File: src/rtl/uart_apb_tx_ctrl.sv
// APB master that initialises a 16550-style UART and then drains a byte FIFO into THR.
// Optional macro UART_TX_CTRL_THRE_POLL_EN gates every THR write on an LSR.THRE read.
module uart_apb_tx_ctrl #(
    parameter logic [31:0] BASE_ADDR  = 32'h0000_0000,
    parameter logic [15:0] DIVISOR    = 16'h0001,
    parameter logic [7:0]  LCR_VALUE  = 8'h03,
    parameter int          FIFO_DEPTH = 4
) (
    input  logic        clk_i,
    input  logic        rst_ni,
    input  logic        tx_valid_i,
    input  logic [7:0]  tx_data_i,
    output logic        tx_ready_o,
    output logic        psel_o,
    output logic        penable_o,
    output logic        pwrite_o,
    output logic [31:0] paddr_o,
    output logic [31:0] pwdata_o,
    output logic [3:0]  pstrb_o,
    input  logic [31:0] prdata_i,
    input  logic        pready_i,
    input  logic        pslverr_i,
    output logic        init_done_o,
    output logic        busy_o,
    output logic        err_o
);
    localparam int PTR_W = $clog2(FIFO_DEPTH);
    localparam int CNT_W = PTR_W + 1;

    typedef enum logic [3:0] {
        INIT_DLAB,
        INIT_DLL,
        INIT_DLM,
        INIT_LCR,
        INIT_FCR,
        IDLE,
`ifdef UART_TX_CTRL_THRE_POLL_EN
        POLL,
        POLL_GAP,
`endif
        TX
    } state_t;

`ifdef UART_TX_CTRL_THRE_POLL_EN
    localparam state_t DRAIN_STATE = POLL;
`else
    localparam state_t DRAIN_STATE = TX;
`endif

    // byte FIFO
    logic [7:0]       mem [FIFO_DEPTH];
    logic [PTR_W-1:0] wr_ptr;
    logic [PTR_W-1:0] rd_ptr;
    logic [CNT_W-1:0] count;
    logic             push;
    logic             pop;
    logic [7:0]       head;

    assign tx_ready_o = (count != CNT_W'(FIFO_DEPTH));
    assign push       = tx_valid_i & tx_ready_o;
    assign head       = mem[rd_ptr];

    always_ff @(posedge clk_i or negedge rst_ni) begin
        if (!rst_ni) begin
            wr_ptr <= '0;
            rd_ptr <= '0;
            count  <= '0;
        end else begin
            if (push) wr_ptr <= wr_ptr + 1'b1;
            if (pop)  rd_ptr <= rd_ptr + 1'b1;
            case ({push, pop})
                2'b10:   count <= count + 1'b1;
                2'b01:   count <= count - 1'b1;
                default: count <= count;
            endcase
        end
    end

    always_ff @(posedge clk_i) begin
        if (push) mem[wr_ptr] <= tx_data_i;
    end

    // FSM and registered APB outputs
    state_t      state;
    state_t      state_nx;
    state_t      load_state;
    logic        psel_q, penable_q, pwrite_q;
    logic        psel_d, penable_d, pwrite_d;
    logic [31:0] paddr_q, pwdata_q, paddr_d, pwdata_d;
    logic [3:0]  pstrb_q, pstrb_d;
    logic        init_done_q, init_done_d;
    logic        err_q, err_d;
    logic        complete;
    logic        start;

    logic [2:0]  op_ofs;
    logic [7:0]  op_byte;
    logic        op_write;
    logic [31:0] op_addr;
    logic [31:0] op_data;
    logic [3:0]  op_strb;

    assign complete = psel_q & penable_q & pready_i;

`ifdef UART_TX_CTRL_THRE_POLL_EN
    logic [31:0] rd_word;
    logic        thre;
    logic        unused_rd;
    assign rd_word   = prdata_i >> {paddr_q[1:0], 3'b000};
    assign thre      = rd_word[5];
    assign unused_rd = ^{rd_word[31:6], rd_word[4:0]};
`else
    logic        unused_rd;
    assign unused_rd = ^prdata_i;
`endif

    // IDLE and POLL_GAP launch the next transfer directly so no extra gap cycle is spent
    always_comb begin
        load_state = state;
        if (state == IDLE) load_state = DRAIN_STATE;
`ifdef UART_TX_CTRL_THRE_POLL_EN
        if (state == POLL_GAP) load_state = POLL;
`endif
    end

    always_comb begin
        op_ofs   = 3'd0;
        op_byte  = 8'h00;
        op_write = 1'b1;
        case (load_state)
            INIT_DLAB: begin op_ofs = 3'd3; op_byte = 8'h80;            end
            INIT_DLL:  begin op_ofs = 3'd0; op_byte = DIVISOR[7:0];     end
            INIT_DLM:  begin op_ofs = 3'd1; op_byte = DIVISOR[15:8];    end
            INIT_LCR:  begin op_ofs = 3'd3; op_byte = LCR_VALUE & 8'h7F; end
            INIT_FCR:  begin op_ofs = 3'd2; op_byte = 8'h07;            end
`ifdef UART_TX_CTRL_THRE_POLL_EN
            POLL:      begin op_ofs = 3'd5; op_write = 1'b0;            end
`endif
            TX:        begin op_ofs = 3'd0; op_byte = head;             end
            default:   begin op_ofs = 3'd0;                             end
        endcase
        op_addr = BASE_ADDR + {29'd0, op_ofs};
        op_data = {24'd0, op_byte} << {op_addr[1:0], 3'b000};
        op_strb = 4'b0001 << op_addr[1:0];
    end

    always_comb begin
        state_nx    = state;
        psel_d      = psel_q;
        penable_d   = penable_q;
        pwrite_d    = pwrite_q;
        paddr_d     = paddr_q;
        pwdata_d    = pwdata_q;
        pstrb_d     = pstrb_q;
        init_done_d = init_done_q;
        err_d       = err_q | (complete & pslverr_i);
        pop         = 1'b0;
        start       = 1'b0;

        case (state)
            IDLE: begin
                if (count != '0) begin
                    state_nx = DRAIN_STATE;
                    start    = 1'b1;
                end
            end
`ifdef UART_TX_CTRL_THRE_POLL_EN
            POLL_GAP: begin
                state_nx = POLL;
                start    = 1'b1;
            end
`endif
            default: begin
                if (!psel_q) begin
                    start = 1'b1;
                end else if (!penable_q) begin
                    penable_d = 1'b1;
                end else if (pready_i) begin
                    psel_d    = 1'b0;
                    penable_d = 1'b0;
                    case (state)
                        INIT_DLAB: state_nx = INIT_DLL;
                        INIT_DLL:  state_nx = INIT_DLM;
                        INIT_DLM:  state_nx = INIT_LCR;
                        INIT_LCR:  state_nx = INIT_FCR;
                        INIT_FCR: begin
                            state_nx    = IDLE;
                            init_done_d = 1'b1;
                        end
`ifdef UART_TX_CTRL_THRE_POLL_EN
                        POLL:      state_nx = thre ? TX : POLL_GAP;
`endif
                        TX: begin
                            state_nx = IDLE;
                            pop      = 1'b1;
                        end
                        default:   state_nx = IDLE;
                    endcase
                end
            end
        endcase

        if (start) begin
            psel_d    = 1'b1;
            penable_d = 1'b0;
            pwrite_d  = op_write;
            paddr_d   = op_addr;
            pwdata_d  = op_data;
            pstrb_d   = op_strb;
        end
    end

    always_ff @(posedge clk_i or negedge rst_ni) begin
        if (!rst_ni) begin
            state       <= INIT_DLAB;
            psel_q      <= 1'b0;
            penable_q   <= 1'b0;
            pwrite_q    <= 1'b0;
            paddr_q     <= '0;
            pwdata_q    <= '0;
            pstrb_q     <= '0;
            init_done_q <= 1'b0;
            err_q       <= 1'b0;
        end else begin
            state       <= state_nx;
            psel_q      <= psel_d;
            penable_q   <= penable_d;
            pwrite_q    <= pwrite_d;
            paddr_q     <= paddr_d;
            pwdata_q    <= pwdata_d;
            pstrb_q     <= pstrb_d;
            init_done_q <= init_done_d;
            err_q       <= err_d;
        end
    end

    assign psel_o      = psel_q;
    assign penable_o   = penable_q;
    assign pwrite_o    = pwrite_q;
    assign paddr_o     = paddr_q;
    assign pwdata_o    = pwdata_q;
    assign pstrb_o     = pstrb_q;
    assign init_done_o = init_done_q;
    assign err_o       = err_q;
    assign busy_o      = (count != '0) | psel_q;

endmodule

File: config.mk
export PLATFORM = sky130hd
export DESIGN_NAME = uart_apb_tx_ctrl
export DESIGN_NICKNAME = d
export VERILOG_FILES = /design/src/rtl/uart_apb_tx_ctrl.sv
export SDC_FILE = /design/constraint.sdc
export NUM_CORES = 1
export LEC_CHECK = 0
export CELL_PAD_IN_SITES_DETAIL_PLACEMENT = 0
export CELL_PAD_IN_SITES_GLOBAL_PLACEMENT = 1
export CORE_MARGIN = 4
export CORE_UTILIZATION = 36
export DETAILED_ROUTE_END_ITERATION = 10
export PLACE_DENSITY_LB_ADDON = 0.1
export SLEW_MARGIN = 20
export SYNTH_ARGS = -nofsm -noshare
export SYNTH_HDL_FRONTEND = slang
export SYNTH_SLANG_ARGS = --single-unit
File: constraint.sdc
create_clock -name clk_i -period 2.4 [get_ports clk_i]
set_input_delay 0.6 -clock clk_i [delete_from_list [all_inputs] [get_ports clk_i]]
set_output_delay 0.6 -clock clk_i [all_outputs]
set_load 0.1 [all_outputs]
After elaboration in Yosys (flattened, before gate mapping)
Memories as Yosys holds them, arrays and structs flattened.
Index checks and enable logic that the tools add are counted.
{"block": "word_totals", "ram_bits": 32, "mem_count": 1, "elab_cells": 82, "inputBits": 45, "regBits": 55, "output_inout_bits": 75}
{"memory": "mem", "words": 4, "width": 8, "read_ports": 1, "rd_clocked_by_memory_dff": 0, "wr": 1, "line_no": "51", "text": "logic [7:0] mem [FIFO_DEPTH];"}
{"block": "classes", "eq_ne": 16, "mux": 28, "n_shift": 2, "reduce_logical": 12, "n_bitwise": 7, "n_addsub": 4}
{"operator": "8-bit case mux with 5 select lines", "n": 1}
{"operator": "8-bit by 5-bit left shift with 32-bit output", "n": 1}
{"operator": "4-bit two-way mux", "n": 6}
{"operator": "4-bit by 3-bit equality test with 1-bit output, second input constant", "n": 5}
{"operator": "1-bit two-way mux", "n": 18}
{"operator": "4-bit by 2-bit equality test with 1-bit output, second input constant", "n": 4}
{"operator": "3-bit case mux with 4 select lines", "n": 1}
{"operator": "2-bit nonzero test", "n": 5}
{"operator": "4-bit by 1-bit equality test with 1-bit output, second input constant", "n": 2}
{"operator": "4-bit zero test", "n": 2}
{"operator": "2-bit case mux with 3 select lines", "n": 1}
{"operator": "3-bit case mux with 2 select lines", "n": 1}
{"operator": "5-bit AND reduction", "n": 1}
{"operator": "2-bit by 1-bit adder with 2-bit output, second input constant", "n": 2}
{"operator": "1-bit bitwise AND", "n": 4}
{"operator": "4-bit AND reduction", "n": 1}
{"operator": "1-bit by 2-bit left shift with 4-bit output, first input constant", "n": 1}
{"operator": "3-bit by 1-bit adder with 3-bit output, second input constant", "n": 1}
{"operator": "3-bit != test, second input constant", "n": 1}
{"operator": "3-bit nonzero test", "n": 1}
{"operator": "3-bit by 1-bit subtractor with 3-bit output, second input constant", "n": 1}
{"operator": "2-bit by 1-bit equality test with 1-bit output, second input constant", "n": 1}
{"operator": "2-bit equality test, second input constant", "n": 1}
{"operator": "2-bit by 1-bit != test with 1-bit output, second input constant", "n": 1}
{"operator": "5 further kinds", "n": 6}

Depth between registers and ports, before layout
Gate-level depths: netlist of the first run.
{"block": "depth", "ltp_word": 8, "depth_mapped": 10, "depth_no_buf": 10}

Worst setup path before layout of the first run
Ideal clock, no wire load.
{"block": "synth_path", "path_type": "register to register", "from": "reg count[0]", "to": "reg count[2]", "period_less_slack_ns": 2.932, "setup_time_ns": 0.079, "path_stages_with_launch": 11, "required_ns": 2.321, "setup_slack_ns": -0.532, "arrival_time_ns": 2.853, "n_path_buf": 0, "cell_sequence": "dfrtp_1 -> inv_1 -> nand3_1 -> and2_1 -> inv_1 -> ha_1 -> inv_1 -> fa_1 -> xor2_1 -> nor2_1 -> xor2_1"}
{"block": "synth_via", "elab_chain_cells": 4, "word_cells_on_any_way": 8, "cone_classes": "add/sub (2); eq/ne (3); mux (1); bitwise (1); reduce/logical (1)"}
{"element": "start: declaration", "line_no": "54", "text": "logic [CNT_W-1:0] count;"}
{"element": "start signal: assignment", "line_no": "72", "text": "2'b10: count <= count + 1'b1;"}
{"element": "start signal: assignment", "line_no": "73", "text": "2'b01: count <= count - 1'b1;"}
{"element": "start signal: assignment", "line_no": "74", "text": "default: count <= count;"}
{"element": "3-bit != test (*)", "line_no": "59", "text": "assign tx_ready_o = (count != CNT_W'(FIFO_DEPTH));"}
{"element": "via tx_ready_o", "line_no": "13", "text": "output logic tx_ready_o,"}
{"element": "1-bit bitwise AND (*)", "line_no": "60", "text": "assign push = tx_valid_i & tx_ready_o;"}
{"element": "2-bit by 1-bit equality test with 1-bit output / 2-bit equality test (equally long branches)", "line_no": "71", "text": "case ({push, pop})"}
{"element": "3-bit case mux with 2 select lines / 2-bit nonzero test (equally long branches)"}
Mark *: on every way through the listed nets, which the timed path passes. The rest lies on a longest branch.
A chain may end at the register's enable or synchronous reset.

Worst setup path after layout of the first run
{"block": "layout_path", "from": "in pready_i", "to": "reg count[2]"}
{"block": "layout_via", "elab_chain_cells": 6, "word_cells_on_any_way": 8, "cone_classes": "eq/ne (2); mux (5); reduce/logical (1)"}
{"element": "start: declaration", "line_no": "21", "text": "input logic pready_i,"}
{"element": "1-bit two-way mux (*)", "line_no": "178", "text": "end else if (pready_i) begin"}
{"element": "1-bit two-way mux (*)", "line_no": "176", "text": "end else if (!penable_q) begin"}
{"element": "1-bit two-way mux (*)", "line_no": "174", "text": "if (!psel_q) begin"}
{"element": "1-bit two-way mux (*)", "line_no": "160", "text": "case (state)"}
{"element": "via pop", "line_no": "56", "text": "logic pop;"}
{"element": "2-bit by 1-bit equality test with 1-bit output / 2-bit equality test (equally long branches)", "line_no": "71"}
{"element": "3-bit case mux with 2 select lines / 2-bit nonzero test (equally long branches)"}
Marked as above.

==> results of run 1 <==
## worst paths after layout
check	slack, ns	depth (start not counted)	endpoint
max	0.15	10	count[2]$_DFFE_PN0P_
min	0.22	1	pwdata_o[30]$_DFFE_PN0P_
max reg2reg	0.40	10	count[2]$_DFFE_PN0P_
min reg2reg	0.46	1	err_o$_DFF_PN0_
max in group asynchronous	1.60	2	psel_o$_DFFE_PN0P_
min in group clk_i	0.46	1	err_o$_DFF_PN0_
## worst max-delay path, delay by kind of cell
kind,cells,cell delay (ns)
xor gates and xnor gates,2,0.29
buffers and inverters,3,0.73
and+or+nand+nor,3,0.39
adders and majority gates,2,0.52
## cell type report
| class | count | area [sq um] |
|---|---|---|
| Sequential cell | 85 | 2290 |
| Inverter | 7 | 26.3 |
| Fill cell | 959 | 5390 |
| Timing Repair Buffer | 70 | 588 |
| Clock buffer | 9 | 124 |
| Clock inverter | 7 | 56.3 |
| Multi-Input combinational cell | 156 | 1090 |
| Tap cell | 133 | 166 |
## sequential cells by signal (all words and copies together) (netlist names), 2 cells and up
register	cells
wr_ptr	2
mem	32
count	3
pwdata_o	32
pstrb_o	4
rd_ptr	2
paddr_o	2
state	3
## report_power, final
group,switching [mW],total (mW),internal (mW),leakage (nW)
clock,0.541,0.929,0.388,0.0868
sequential,0.232,2.05,1.82,0.971
combinational,1.76,2.49,0.722,0.896
## stage by stage
stage | instances | hold WS [ns]
4_1_cts | 467 | 0.223
6_report | 467 | 0.222
3_5_place_dp | 451 | 0.446
3_3_place_gp | 451 | 0.443
5_1_grt | 467 | 0.253
2_1_floorplan | 288 | 0.304
## logic make-up after synthesis
logic type	count (synthesis)	synth area share, %
AOI/OAI and AO/OA	36	6.73
xor gates and xnor gates	6	1.47
adders and majority gates	6	2.31
buffers and inverters	47	9.04
DFF	85	64.0
muxes	12	6.34
other	1	0.105
and+or+nand+nor	66	9.98
## per-layer routing
metal	global-route usage [%]	part of all wire, %	wire length (um)
met1	15.6	44	2970
met2	19.7	49	3310
met3	4.14	5.2	351
met4	3.25	1.1	73
met5	0	0	0
## timing repair
action | 4_1_cts | 5_1_grt
resized for setup | 0 | 1
hold buffers | 0 | 0
setup endpoints to repair | 0 | 1
## cells in the mapped netlist, drive strengths merged (4+ instances only)
master	n
and2	19
inv	7
buf	37
nand2	21
dfrtp	53
a21o	5
o21ai	15
ha	5
nand2b	5
a32o	4
and3	5
nor2	8
edfxtp	32
mux4	8
==> reports/results.tsv, run 1 <==
stage	metric	value	unit
floorplan	I/O pins	120	
layout	layout cells sized above 1	27.8	%
floorplan	die height	108	um
timing	Min Clock Period, post-route	2.25	ns
setup_path	CP Cell Sequence	clkdlybuf4s50_1, nand3_2, nor3_2, buf_4, ha_1, inv_1, fa_1, xor2_1, nor2_1, xor2_1	
synthesis	syn avg cell area	13.8	sq um
setup_path	crit path from	pready_i	
global_route	largest net degree at the start of global routing	37	
synthesis	area share of the largest cell type after synthesis	37.1	%
outcome	status	finished clean	
place	GPL Wtd Cong	0.657	
layout	most common cell after layout, fill and taps aside	buf_4	
floorplan	Core Area	9730	sq um
timing	Fmax	0.445	GHz
timing	worst-margin pin slew	0.572	ns
layout	nets	380	
floorplan	num rows	36	
timing	worst setup margin	0.151	ns
synthesis	post-synth cell types	39	
layout	Area Overhead vs Synth	21.5	%
timing	setup TNS	0	ns
clock_network	Clock Latency Late Sink	0.35	ns
synthesis	number of synthesized flops with an enable pin	32	
synthesis	Most used DFF post-synth	dfrtp_1	
detailed_routing	DR pass1 iterations	4	
pwr	pwr dens	1260	nW/um^2
synthesis	Mapped Area	3570	sq um
timing	Final Hold Fails	0	
run	maxcap violations	0	
floorplan	Die ar.	11600	sq um
synthesis	Area contributors post-synth	dfrtp_1 (37%), edfxtp_1 (27%), buf_4 (6.3%), mux4_2 (5.0%), and2_1 (3.3%)	
floorplan	Die X	108	um
layout	post-route cell area	4340	sq um
global_route	global route overflow	0	
pwr	Power, Total	5.47	mW
detailed_routing	via count	2052	
timing	RSZ-0062 raised after global routing	false	
pwr	leakage power	1.95	nW
layout	final core utilization	44.6	%
synthesis	Mapped Cells	259	
synthesis	fraction of the yosys area taken by sequential cells	64.0	%
place	worst slack, placed	-0.242	ns
synthesis	area leader, netlist	dfrtp_1	
layout	most frequent cells in the layout	buf_4 (55), dfrtp_1 (51), edfxtp_1 (32)	
pwr	peak supply drop	567	uV
setup_path	Worst Path Arrival	2.53	ns
synthesis	#FFs+latches synth	85	
global_route	vias in the first global route	2033	
setup_path	most numerous cell on the critical path	xor2_1	
setup_path	startpoint types	input pin	
timing	Final period util	93.7	%
layout	ANT cells	0	
clock_network	CTS tree	yes	
clock_network	Clock Path Buffers	2	
detailed_routing	final WL	6.70	mm
timing	final setup violation count	0	
timing	Slew Viols, Final	0	
setup_path	Reg-to-Reg Start	count[0]$_DFFE_PN0P_	
setup_path	crit-path max FO	3	
global_route	antenna violations before repair	0	
setup_path	data required time of the worst path	2.68	ns
clock_network	clk sinks	85	
floorplan	Initial Utilization	36.7	%
timing	worst-case clock skew	0.00990	ns
global_route	All-Layer GR Usage	12.2	%
setup_path	Worst Setup End Kind	flip-flop	
place	Area after DPL	4150	sq um
synthesis	async set or reset register ratio after synthesis	62.4	%
worst_hold_path	Hold Path Class	input pin to async pin	
synthesis	Synth Warn #	0	
detailed_routing	vias per cell	4.39	
global_route	global-route wire length before repair	10.6	mm
detailed_routing	post-DR wirelength/cell	14.3	um
detailed_routing	residual DRC count	0	
clock_network	CTS root buf	clkbuf_8	
place	DP HPWL	4.74	mm
detailed_routing	Antenna Violating Nets Remaining	0	
clock_network	post-CTS setup buffer count	0	
setup_path	crit path max-delay cell type	clkdlybuf4s50_1	
clock_network	clock-pin slew on the worst setup and hold paths	0.09	ns
detailed_routing	DR iter-0 viols	55	
timing	Slew Limit Headroom	61.8	%
clock_network	H-tree levels	3	
clock_network	CTS buffer count	9	
setup_path	WS Path Type	input pin to flip-flop	
setup_path	CP max stage delay	0.53	ns
place	Port Buffers	57	
No activity file was read; power rests on OpenSTA's default activity.
==> run 2, diff against run 1 <==
- REMOVE_ABC_BUFFERS: not set -> 1
==> reports/results.tsv, run 2 (synthesized netlist as in run 1, its figures left out) <==
stage	metric	value	unit	change
setup_path	data required time of the worst path	2.67	ns	was 2.68 ns
global_route	largest net degree at the start of global routing	37		unchanged
outcome	status	finished clean		unchanged
global_route	All-Layer GR Usage	12.0	%	was 12.2%
timing	worst setup margin	0.0946	ns	was 0.151 ns
clock_network	Clock Latency Late Sink	0.35	ns	about the same
setup_path	crit path from	pready_i		unchanged
timing	worst-case clock skew	0.0150	ns	was 0.00990 ns
layout	most common cell after layout, fill and taps aside	buf_4		unchanged
detailed_routing	vias per cell	4.35		was 4.39
global_route	global-route wire length before repair	10.6	mm	about the same
setup_path	WS Path Type	input pin to flip-flop		unchanged
timing	RSZ-0062 raised after global routing	false		unchanged
setup_path	CP max stage delay	0.48	ns	was 0.53 ns
place	Port Buffers	57		unchanged
global_route	met3 usage	2.64	%	was 4.14%
setup_path	startpoint types	input pin		unchanged
detailed_routing	post-DR wirelength/cell	14.1	um	was 14.3 um
timing	Slew Viols, Final	0		unchanged
clock_network	Clock Path Buffers	2		unchanged
layout	layout cells sized above 1	27.1	%	was 27.8%
timing	Fmax	0.434	GHz	was 0.445 GHz
setup_path	Worst Setup End Kind	flip-flop		unchanged
place	Area after DPL	4170	sq um	was 4150 sq um
global_route	met2 GRT Util	18.1	%	was 19.7%
setup_path	crit-path leading delay family	adder cells		was buffers and inverters
clock_network	cts repair resizes	0		unchanged
layout	post-route cell area	4370	sq um	was 4340 sq um
setup_path	R2R setup slack	0.39	ns	was 0.40 ns
setup_path	Worst Path Arrival	2.57	ns	was 2.53 ns
global_route	global route overflow	0		unchanged
layout	ANT cells	0		unchanged
floorplan	num rows	36		unchanged
clock_network	clock-pin slew on the worst setup and hold paths	0.10	ns	was 0.09 ns
detailed_routing	DR iter-0 viols	44		was 55
global_route	GR Layer Usage met1	16.9	%	was 15.6%
timing	final setup violation count	0		unchanged
global_route	antenna violations before repair	0		unchanged
timing	Final period util	96.1	%	was 93.7%
detailed_routing	Antenna Violating Nets Remaining	0		unchanged
setup_path	Reg-to-Reg Start	state[1]$_DFFE_PN0P_		was count[0]$_DFFE_PN0P_
timing	Final Hold Fails	0		unchanged
setup_path	most numerous cell on the critical path	xor2_1		unchanged
layout	nets	382		was 380
clock_network	CTS root buf	clkbuf_8		unchanged
setup_path	WP buf/inv	2		was 3
setup_path	CP Cell Sequence	clkdlybuf4s50_1, nand3_1, nor3_2, ha_1, inv_1, fa_1, xor2_1, nor2_1, xor2_1		was clkdlybuf4s50_1, nand3_2, nor3_2, buf_4, ha_1, inv_1, fa_1, xor2_1, nor2_1, xor2_1
timing	Min Clock Period, post-route	2.31	ns	was 2.25 ns
timing	Slew Limit Headroom	61.1	%	was 61.8%
global_route	vias in the first global route	2007		was 2033
worst_hold_path	Hold Path Class	input pin to async pin		unchanged
layout	Area Overhead vs Synth	22.3	%	was 21.5%
floorplan	Die ar.	11600	sq um	unchanged
pwr	peak supply drop	562	uV	was 567 uV
global_route	GRT Max-Usage Layer	met2		unchanged
floorplan	I/O pins	120		unchanged
floorplan	Core Area	9730	sq um	unchanged
setup_path	crit-path max FO	2		was 3
pwr	leakage power	1.99	nW	was 1.95 nW
clock_network	CTS buffer count	9		unchanged
floorplan	Die X	108	um	unchanged
detailed_routing	final WL	6.63	mm	was 6.70 mm
layout	Filler cells	933		was 959
timing	worst-margin pin slew	0.584	ns	was 0.572 ns
detailed_routing	DR pass1 iterations	4		unchanged
floorplan	die height	108	um	unchanged
floorplan	Initial Utilization	36.7	%	unchanged
run	maxcap violations	0		unchanged
pwr	Power, Total	5.59	mW	was 5.47 mW
setup_path	crit path max-delay cell type	clkdlybuf4s50_1		unchanged
clock_network	H-tree levels	3		unchanged
clock_network	post-CTS setup buffer count	0		unchanged
place	DP HPWL	4.65	mm	was 4.74 mm
detailed_routing	via count	2039		was 2052
place	GPL Wtd Cong	0.692		was 0.657
clock_network	Hold Buf Count CTS	0		unchanged
clock_network	clk sinks	85		unchanged
clock_network	CTS tree	yes		unchanged
layout	most frequent cells in the layout	buf_4 (56), dfrtp_1 (53), edfxtp_1 (32)		was buf_4 (55), dfrtp_1 (51), edfxtp_1 (32)
place	worst slack, placed	-0.260	ns	was -0.242 ns
pwr	pwr dens	1280	nW/um^2	was 1260 nW/um^2
detailed_routing	residual DRC count	0		unchanged
==> run 2: worst paths after layout <==
path / end / depth (start not counted)
worst min register to register: paddr_o[1]$_DFFE_PN0P_ / 2
min in group clk_i: paddr_o[1]$_DFFE_PN0P_ / 2
worst max-delay path: count[2]$_DFFE_PN0P_ / 9
worst max register to register: count[2]$_DFFE_PN0P_ / 8
max in group asynchronous: count[1]$_DFFE_PN0P_ / 2
worst min-delay path: pwdata_o[21]$_DFFE_PN0P_ / 1
==> run 2: power breakdown <==
group / switching, mW / internal (mW)
clock network: 0.548 / 0.499
logic: 1.75 / 0.738
registers: 0.232 / 1.82
==> run 2: layout make-up <==
class / instances / area, sq um / area share, %
Clock inverter: 7 / 78.8 / 1.80
Tap cell: 133 / 166 / 3.81
Timing Repair Buffer: 72 / 616 / 14.1
Inverter: 7 / 26.3 / 0.601
Clock buffer: 9 / 124 / 2.84
Multi-Input combinational cell: 156 / 1070 / 24.5
Sequential cell: 85 / 2290 / 52.3
==> run 2: per-layer routing <==
| layer | vias to the layer above | routed length (um) |
|---|---|---|
| li1 | 987 | - |
| met1 | 986 | 3080 |
| met2 | 59 | 3090 |
| met3 | 7 | 362 |
| met4 | 0 | 95 |
| met5 | - | 0 |
==> run 2: per-stage QoR <==
stage	util, %	hold WS, ns	setup TNS (ns)	instances
after CTS	44.9	0.210	0	469
after detailed placement	42.8	0.458	-0.344	453
after global routing	44.9	0.232	0	469
final	44.9	0.205	0	469
after global placement	42.8	0.440	-0.291	453
after floorplan	-	0.304	-1.10	248
==> run 3, diff against run 2 <==
- clock period: 2.4 -> 2.6 ns (I/O delays scaled with it)
==> reports/results.tsv, run 3 (synthesized netlist as in run 1, its figures left out) <==
stage	metric	value	unit	change
setup_path	most numerous cell on the critical path	xor2_1		unchanged
timing	Min Clock Period, post-route	2.34	ns	
timing	Fmax	0.427	GHz	
timing	Final period util	90.2	%	
detailed_routing	final WL	6.67	mm	was 6.63 mm
worst_hold_path	Hold Path Class	input pin to async pin		unchanged
setup_path	Worst Path Arrival	2.62	ns	was 2.57 ns
layout	storage element area	2290	sq um	unchanged
outcome	status	finished clean		unchanged
detailed_routing	top layer in use	met4		unchanged
floorplan	I/O pins	120		unchanged
global_route	antenna violations before repair	0		unchanged
setup_path	data required time of the worst path	2.87	ns	was 2.67 ns
layout	Filler cells	936		was 933
place	Area after DPL	4100	sq um	was 4170 sq um
layout	multi-input logic area	1070	sq um	unchanged
layout	layout cells sized above 1	25.8	%	was 27.1%
timing	worst setup margin	0.255	ns	was 0.0946 ns
clock_network	Clock Latency Late Sink	0.35	ns	about the same
place	Port Buffers	57		unchanged
setup_path	crit path max-delay cell type	clkdlybuf4s50_1		unchanged
clock_network	post-CTS setup buffer count	0		unchanged
place	DP HPWL	4.56	mm	was 4.65 mm
floorplan	Die ar.	11600	sq um	unchanged
timing	worst-case clock skew	0.00948	ns	was 0.0150 ns
pwr	Power, Total	5.05	mW	was 5.59 mW
floorplan	Initial Utilization	36.7	%	unchanged
layout	most frequent cells in the layout	dfrtp_1 (53), buf_4 (52), edfxtp_1 (32)		was buf_4 (56), dfrtp_1 (53), edfxtp_1 (32)
global_route	largest net degree at the start of global routing	37		unchanged
detailed_routing	post-DR wirelength/cell	14.4	um	was 14.1 um
run	maxcap violations	0		unchanged
layout	ANT cells	0		unchanged
clock_network	CTS buffer count	9		unchanged
layout	nets	376		was 382
detailed_routing	vias per cell	4.36		was 4.35
detailed_routing	wire length on met2	3.04	mm	was 3.09 mm
setup_path	CP max stage delay	0.48	ns	about the same
timing	hold slack final	0.287	ns	was 0.205 ns
timing	Final Hold Fails	0		unchanged
global_route	vias in the first global route	1968		was 2007
clock_network	cts repair resizes	0		unchanged
global_route	global-route wire length before repair	10.8	mm	was 10.6 mm
floorplan	Core Area	9730	sq um	unchanged
global_route	global route overflow	0		unchanged
clock_network	CTS root buf	clkbuf_8		unchanged
setup_path	crit-path max FO	2		unchanged
setup_path	CP Cell Sequence	clkdlybuf4s50_1, nand3_1, nor3_2, ha_1, inv_1, fa_1, xor2_1, nor2_1, xor2_1		unchanged
pwr	pwr dens	1180	nW/um^2	was 1280 nW/um^2
timing	Slew Viols, Final	0		unchanged
pwr	leakage power	1.94	nW	was 1.99 nW
pwr	peak supply drop	447	uV	was 562 uV
setup_path	startpoint types	input pin		unchanged
layout	post-route cell area	4300	sq um	was 4370 sq um
floorplan	Die X	108	um	unchanged
clock_network	CTS tree	yes		unchanged
place	GPL Wtd Cong	0.678		was 0.692
global_route	All-Layer GR Usage	12.3	%	was 12.0%
detailed_routing	via count	2019		was 2039
detailed_routing	Met3 Routed Length	408	um	was 362 um
timing	RSZ-0062 raised after global routing	false		unchanged
detailed_routing	wl on met1	3.12	mm	was 3.08 mm
clock_network	clock-pin slew on the worst setup and hold paths	0.10	ns	about the same
layout	final core utilization	44.2	%	was 44.9%
detailed_routing	residual DRC count	0		unchanged
clock_network	Hold Buf Count CTS	0		unchanged
detailed_routing	Antenna Violating Nets Remaining	0		unchanged
place	worst slack, placed	-0.140	ns	was -0.260 ns
detailed_routing	DR pass1 iterations	4		unchanged
floorplan	die height	108	um	unchanged
layout	most common cell after layout, fill and taps aside	dfrtp_1		was buf_4
timing	worst-margin pin slew	0.677	ns	was 0.584 ns
timing	Slew Limit Headroom	53.6	%	was 61.1%
clock_network	clk sinks	85		unchanged
setup_path	WS Path Type	input pin to flip-flop		unchanged
setup_path	crit-path leading delay family	adder cells		unchanged
layout	Area Overhead vs Synth	20.3	%	was 22.3%
clock_network	Clock Path Buffers	2		unchanged
setup_path	Worst Setup End Kind	flip-flop		unchanged
setup_path	WP buf/inv	2		unchanged
timing	final setup violation count	0		unchanged
clock_network	H-tree levels	3		unchanged
floorplan	num rows	36		unchanged
detailed_routing	DR iter-0 viols	40		was 44
## run 3: cell count changes in the layout (fill, tap and decap cells not counted)
cell	previous run	this run
bufinv_16	1	0
clkinv_4	0	1
buf_4	56	52
clkbuf_16	0	1
inv_4	1	0
buf_12	4	2
## run 3: worst reg2reg max path, stage by stage (launching register included)
cell	delay, ns
dfrtp_1	0.43
inv_1	0.11
nand3_1	0.18
and2_1	0.26
inv_1	0.07
ha_1	0.15
inv_1	0.05
fa_1	0.37
xor2_1	0.15
nor2_1	0.11
xor2_1	0.16
## run 3: power by group
group	total (mW)	leakage [nW]	internal (mW)	switching, mW
clock network	0.939	0.105	0.423	0.516
registers	1.88	0.973	1.68	0.201
logic	2.23	0.867	0.614	1.62
## run 3: metal layers
layer | vias to the layer above | track usage [%]
li1 | 978 | -
met1 | 971 | 17.3
met2 | 61 | 18.3
met3 | 9 | 2.76
met4 | 0 | 4.87
met5 | - | 0
## run 3: path summary, 6_finish.rpt
check	cells after the start	end	startpoint	slack, ns
worst max-delay path	9	count[2]$_DFFE_PN0P_	pready_i	0.26
worst min-delay path	1	pwrite_o$_DFFE_PN0P_	rst_ni	0.29
worst max register to register	10	count[2]$_DFFE_PN0P_	count[0]$_DFFE_PN0P_	0.48
worst min register to register	1	err_o$_DFF_PN0_	err_o$_DFF_PN0_	0.47
max in group asynchronous	2	wr_ptr[1]$_DFFE_PN0P_	rst_ni	1.74
min in group clk_i	1	err_o$_DFF_PN0_	err_o$_DFF_PN0_	0.47
## run 3: metrics by stage
| step | cells | TNS, ns |
|---|---|---|
| after floorplan | 248 | -0.554 |
| after global placement | 447 | -0.120 |
| after detailed placement | 447 | -0.140 |
| after CTS | 463 | 0 |
| after global routing | 463 | 0 |
| final | 463 | 0 |
## run 3: area by class of cell
cell class                 instances  area share, %
multi-input combinational        156           24.9
tap                              133           3.87
clock buffer                      10           3.47
clock inverter                     6           1.19
sequential                        85           53.2
timing repair buffer              66           12.7
inverter                           7          0.612
